===== src/rtl/alu_exec_pkg.sv =====
// Shared opcode values and FSM state encoding for the sequential ALU executor.
package alu_exec_pkg;

   localparam logic [3:0] OP_NOP  = 4'd0;
   localparam logic [3:0] OP_ADD  = 4'd1;
   localparam logic [3:0] OP_SUB  = 4'd2;
   localparam logic [3:0] OP_OR   = 4'd3;
   localparam logic [3:0] OP_AND  = 4'd4;
   localparam logic [3:0] OP_XOR  = 4'd5;
   localparam logic [3:0] OP_SHR  = 4'd6;
   localparam logic [3:0] OP_MOVB = 4'd7;
   localparam logic [3:0] OP_EXCH = 4'd8;
   localparam logic [3:0] OP_LDA  = 4'd9;
   localparam logic [3:0] OP_LDB  = 4'd10;

   typedef enum logic [1:0] {
      ST_IDLE  = 2'd0,
      ST_SHIFT = 2'd1,
      ST_RESP  = 2'd2
   } state_t;

   // Opcodes above LDB are reserved and flagged as errors.
   function automatic logic is_legal_op(input logic [3:0] op);
      return (op <= OP_LDB);
   endfunction

endpackage


===== src/rtl/alu_exec_comb.sv =====
// Single-cycle operation datapath: computes the next A/B and flags for every
// opcode except the serial shift, which the top-level sequences itself.
module alu_exec_comb
   import alu_exec_pkg::*;
#(
   parameter int WIDTH = 16
)(
   input  logic [3:0]       op,
   input  logic [WIDTH-1:0] A,
   input  logic [WIDTH-1:0] B,
   input  logic [WIDTH-1:0] ld_data,
   output logic [WIDTH-1:0] nextA,
   output logic [WIDTH-1:0] nextB,
   output logic             carry,
   output logic             illegal
);

   // One extra bit holds the ADD carry-out / SUB borrow.
   logic [WIDTH:0] w_sum;
   logic [WIDTH:0] w_diff;

   assign w_sum  = {1'b0, A} + {1'b0, B};
   assign w_diff = {1'b0, A} - {1'b0, B};

   // Operation select; NOP, SHR and illegal opcodes leave A and B untouched.
   always_comb begin
      nextA   = A;
      nextB   = B;
      carry   = 1'b0;
      illegal = !is_legal_op(op);
      case (op)
         OP_ADD: begin
            nextA = w_sum[WIDTH-1:0];
            carry = w_sum[WIDTH];
         end
         OP_SUB: begin
            nextA = w_diff[WIDTH-1:0];
            carry = w_diff[WIDTH];
         end
         OP_OR:   nextA = A | B;
         OP_AND:  nextA = A & B;
         OP_XOR:  nextA = A ^ B;
         OP_MOVB: nextA = B;
         OP_EXCH: begin
            nextA = B;
            nextB = A;
         end
         OP_LDA:  nextA = ld_data;
         OP_LDB:  nextB = ld_data;
         default: nextA = A;
      endcase
   end

endmodule


===== src/rtl/alu_exec_seq.sv =====
// Sequential ALU executor: operand registers A/B, one opcode per accepted
// command, valid/ready on both sides, and a multi-cycle serial right shift.
module alu_exec_seq
   import alu_exec_pkg::*;
#(
   parameter int WIDTH   = 16,
   parameter int SHAMT_W = $clog2(WIDTH)
)(
   input  logic               clk,
   input  logic               rst,
   input  logic               in_valid,
   output logic               in_ready,
   input  logic [3:0]         op,
   input  logic [WIDTH-1:0]   ld_data,
   input  logic [SHAMT_W-1:0] shamt,
   output logic               out_valid,
   input  logic               out_ready,
   output logic [WIDTH-1:0]   outA,
   output logic [WIDTH-1:0]   outB,
   output logic               carry,
   output logic               zero,
   output logic               err
);

   state_t             r_state;
   state_t             w_next_state;
   logic [WIDTH-1:0]   r_a;
   logic [WIDTH-1:0]   r_b;
   logic [SHAMT_W-1:0] r_cnt;
   logic               r_carry;
   logic               r_err;

   logic [WIDTH-1:0]   w_next_a;
   logic [WIDTH-1:0]   w_next_b;
   logic               w_carry;
   logic               w_illegal;
   logic               w_in_ready;
   logic               w_out_valid;
   logic               w_acc;
   logic               w_shr_start;

   alu_exec_comb #(.WIDTH(WIDTH)) u_comb (
      .op      (op),
      .A       (r_a),
      .B       (r_b),
      .ld_data (ld_data),
      .nextA   (w_next_a),
      .nextB   (w_next_b),
      .carry   (w_carry),
      .illegal (w_illegal)
   );

   // A zero shift amount is an ordinary single-cycle op that leaves A alone.
   assign w_shr_start = (op == OP_SHR) && (shamt != '0);
   assign w_acc       = in_valid && w_in_ready;

   // Next-state and handshake decode; taking a result and accepting a new
   // command on the same edge avoids a bubble between back-to-back ops.
   always_comb begin
      w_next_state = r_state;
      w_in_ready   = 1'b0;
      w_out_valid  = 1'b0;
      case (r_state)
         ST_IDLE: begin
            w_in_ready = 1'b1;
            if (in_valid) begin
               w_next_state = w_shr_start ? ST_SHIFT : ST_RESP;
            end
         end
         ST_SHIFT: begin
            if (r_cnt == SHAMT_W'(1)) begin
               w_next_state = ST_RESP;
            end
         end
         ST_RESP: begin
            w_out_valid = 1'b1;
            w_in_ready  = out_ready;
            if (out_ready) begin
               if (in_valid) begin
                  w_next_state = w_shr_start ? ST_SHIFT : ST_RESP;
               end else begin
                  w_next_state = ST_IDLE;
               end
            end
         end
         default: w_next_state = ST_IDLE;
      endcase
   end

   // State register; reset abandons any shift in progress.
   always_ff @(posedge clk) begin
      if (rst) begin
         r_state <= ST_IDLE;
      end else begin
         r_state <= w_next_state;
      end
   end

   // Operand, counter and flag registers. A shift command only loads the
   // counter at accept; the shifts themselves happen one per SHIFT cycle.
   always_ff @(posedge clk) begin
      if (rst) begin
         r_a     <= '0;
         r_b     <= '0;
         r_cnt   <= '0;
         r_carry <= 1'b0;
         r_err   <= 1'b0;
      end else if (w_acc) begin
         if (w_shr_start) begin
            r_cnt   <= shamt;
            r_carry <= 1'b0;
            r_err   <= 1'b0;
         end else begin
            r_a     <= w_next_a;
            r_b     <= w_next_b;
            r_carry <= w_carry;
            r_err   <= w_illegal;
         end
      end else if (r_state == ST_SHIFT) begin
         r_a   <= r_a >> 1;
         r_cnt <= r_cnt - SHAMT_W'(1);
      end
   end

   assign in_ready  = w_in_ready;
   assign out_valid = w_out_valid;
   assign outA      = r_a;
   assign outB      = r_b;
   assign carry     = r_carry;
   assign zero      = (r_a == '0);
   assign err       = r_err;

endmodule


===== config.mk =====
export PLATFORM = sky130hd
export DESIGN_NAME = alu_exec_seq
export DESIGN_NICKNAME = d
export VERILOG_FILES = /design/src/rtl/alu_exec_pkg.sv /design/src/rtl/alu_exec_comb.sv /design/src/rtl/alu_exec_seq.sv
export SDC_FILE = /design/constraint.sdc
export NUM_CORES = 1
export LEC_CHECK = 0
export ABC_CLOCK_PERIOD_IN_PS = 3600
export BUFFER_PORTS_ARGS = -buffer_cell sky130_fd_sc_hd__buf_2
export CORE_MARGIN = 5
export CORE_UTILIZATION = 59
export CTS_CLUSTER_DIAMETER = 200
export DETAILED_ROUTE_END_ITERATION = 7
export GPL_TIMING_DRIVEN = 0
export PLACE_DENSITY = 0.82
export SLEW_MARGIN = 20
export SYNTH_ARGS = -nofsm -noshare
export SYNTH_HDL_FRONTEND = slang
export SYNTH_SLANG_ARGS = --single-unit

===== constraint.sdc =====
create_clock -name clk -period 3.6 [get_ports clk]
set_clock_uncertainty 0.1 [all_clocks]
set_input_delay 0.36 -clock clk [delete_from_list [all_inputs] [get_ports clk]]
set_output_delay 0.36 -clock clk [all_outputs]
set_load 0.005 [all_outputs]

==> flow_metrics.env <==
export IMPL_wl_per_cell_um=23.5
export IMPL_syn_area_per_cell_sq_um=7.11
export IMPL_synth_edff_count=0
export IMPL_p_per_area_nw_per_um2=296
export IMPL_initial_core_util_pct=59.7
export IMPL_diodes=0
export IMPL_cts_tree="done"
export IMPL_wirelength_um=19100
export IMPL_path_cells="inv_1, ha_1, buf_2, nor2b_1, o21bai_1, a21boi_1, a2111oi_0, or2_1, o21ai_1, mux2i_1, a2111oi_2"
export IMPL_finalNetCount=791
export IMPL_num_rows=32
export IMPL_grt_pass1_wl_um=29100
export IMPL_first_pass_iters=6
export IMPL_power_total_mw=1.51
export IMPL_crit_fanout=9
export IMPL_cts_sinks=40
export IMPL_crit_type="flip-flop to flip-flop"
export IMPL_slew_viol_final=0
export IMPL_syn_nets=722
export IMPL_postLayoutCoreUtil_pct=66.9
export IMPL_outcome="finished, final reports clean"
export IMPL_mostFrequentLayoutCells="buf_2, nor2_1, a21oi_1"
export IMPL_cts_setup_buffers=0
export IMPL_synth_warnings=0
export IMPL_port_buffers=62
export IMPL_die_area_sq_um=9590
export IMPL_ant_nets=0
export IMPL_p_leak_nw=1.97
export IMPL_crit_slowest_cell="a2111oi_0"
export IMPL_die_width_um=97.9
export IMPL_setup_viol=0
export IMPL_cts_buffers=5
export IMPL_cp_end_kind="flip-flop"
export IMPL_grt_max_degree=14
export IMPL_die_h_um=97.9
export IMPL_grt_usage_pct=38.3
export IMPL_hold_buffers=0
export IMPL_tightest_slew_ns=1.25
export IMPL_synth_seq_cells=40
export IMPL_clockBufferDepth=2
export IMPL_crit_path_start_kind="flip-flop"
export IMPL_clkTransAtPathRegs_ns=0.10
export IMPL_fin_tns_setup_ns=0
export IMPL_critPathArrivalTime_ns=3.56
export IMPL_cap_violations=0
export IMPL_grt_ovfl_total=0
export IMPL_rsz0062_at_grt="no"
export IMPL_yosysSeqAreaShare_pct=17.5
export IMPL_grt_pass1_vias=5382
export IMPL_core_area_sq_um=7650
export IMPL_synth_main_ff_cell="dfxtp_1"
export IMPL_synth_cell_area_sq_um=4560
export IMPL_viasPerCell=6.94
export IMPL_drc=0
export IMPL_required_ns=3.71
export IMPL_r2r_setup_slack_ns=0.15
export IMPL_layout_min_cycle_time_ns=3.45
export IMPL_hold_path_class="primary input to flip-flop"
export IMPL_layout_commonest_cell="buf_2"
export IMPL_vias=5649
export IMPL_h_tree_depth=2
export IMPL_drive_above_1_share_pct=15.2
export IMPL_postSynth_asyncResetShare_pct=0
export IMPL_fin_crit_sh_pct=95.8
export IMPL_relSlewSlack_pct=16.4
export IMPL_hpwl_um=13600
export IMPL_finalHoldViolations=0
export IMPL_syn_inst=642
export IMPL_clockRootBuffer="clkbuf_8"
export IMPL_gp_congestion=1.04
export IMPL_area_growth_syn_to_layout_pct=12.0
export IMPL_drt_iter0_markers=822
export IMPL_hold_ws_ns=0.241
export IMPL_clkLatencyLatePin_ns=0.31
export IMPL_ir_drop_mv=0.217
export IMPL_max_freq_ghz=0.290
export IMPL_slowest_delay_ns=0.85
export IMPL_antenna_found_initial=0
export IMPL_pin_count=65
export IMPL_cts_resized=0
export IMPL_ys_types=73
-- final cells by class --
| class | count | area, sq um |
|---|---|---|
| multi-input cells | 504 | 3370 |
| fillers | 706 | 2530 |
| flip-flops and latches | 40 | 801 |
| repair buffers | 62 | 310 |
| plain buffers | 46 | 200 |
| inverters | 52 | 195 |
| well taps | 102 | 128 |
| clock buffers | 5 | 68.8 |
| clock inverters | 3 | 42.5 |
-- flip-flops by register name, indices dropped and copies added, names as in the netlist --
signal   flops
outA        16
outB        16
r_state      2
err          1
r_cnt        4
carry        1
-- where the power goes --
group | internal (mW) | total [mW] | switching, mW
clock network | 0.206 | 0.400 | 0.195
logic | 0.220 | 0.610 | 0.390
registers | 0.463 | 0.501 | 0.0380
total | 0.889 | 1.51 | 0.623
-- metrics by stage --
stage,setup slack (ns),instances,instance area (sq um)
after floorplan,0.913,642,4560
after global placement,0.361,806,5000
after detailed placement,0.320,806,5000
after CTS,0.274,814,5110
after global routing,0.0805,814,5110
final,0.152,814,5110
-- Yosys cell counts (13+ instances only) --
cell,n,share of area [%]
nor2_1,73,6.0
a21oi_1,71,7.8
nand2_1,51,4.2
ha_1,50,14
inv_1,50,4.1
o21ai_0,42,4.6
dfxtp_1,40,18
clkbuf_1,25,2.1
a211oi_1,23,3.8
buf_2,16,1.8
nor3_1,14,1.5
a22oi_1,13,2.1
-- metal layers --
layer	global-route usage (%)	vias to the layer above	share of wire, %
li1	-	2490	-
met1	50.2	2619	38
met2	60.1	450	43
met3	7.29	90	13
met4	19.2	0	5.4
met5	0	-	0
-- critical path, delay by kind of cell (launching register included) --
kind / cells / cell delay (ns)
mux: 1 / 0.14
buf+inv: 2 / 0.32
simple gates: 2 / 0.37
fa+ha+maj: 1 / 0.28
flops: 1 / 0.54
compound gates: 5 / 1.61
-- kinds of logic after synthesis --
| group | after synthesis | share of synthesized area [%] |
|---|---|---|
| AOI/OAI and AO/OA | 248 | 37.1 |
| and+or+nand+nor | 195 | 20.3 |
| buffers and inverters | 98 | 8.66 |
| adders and majority gates | 52 | 14.6 |
| DFF | 40 | 17.5 |
| xor gates and xnor gates | 7 | 1.34 |
| muxes | 2 | 0.439 |
-- final timing paths --
path         cells after the start  endpoint       start
max                             11  outA[15]     outA[3]
min                              3   outB[3]  ld_data[3]
max reg2reg                     11  outA[15]     outA[3]
min reg2reg                      2   outA[0]     outA[0]
No activity file was read; power rests on OpenSTA's default activity.
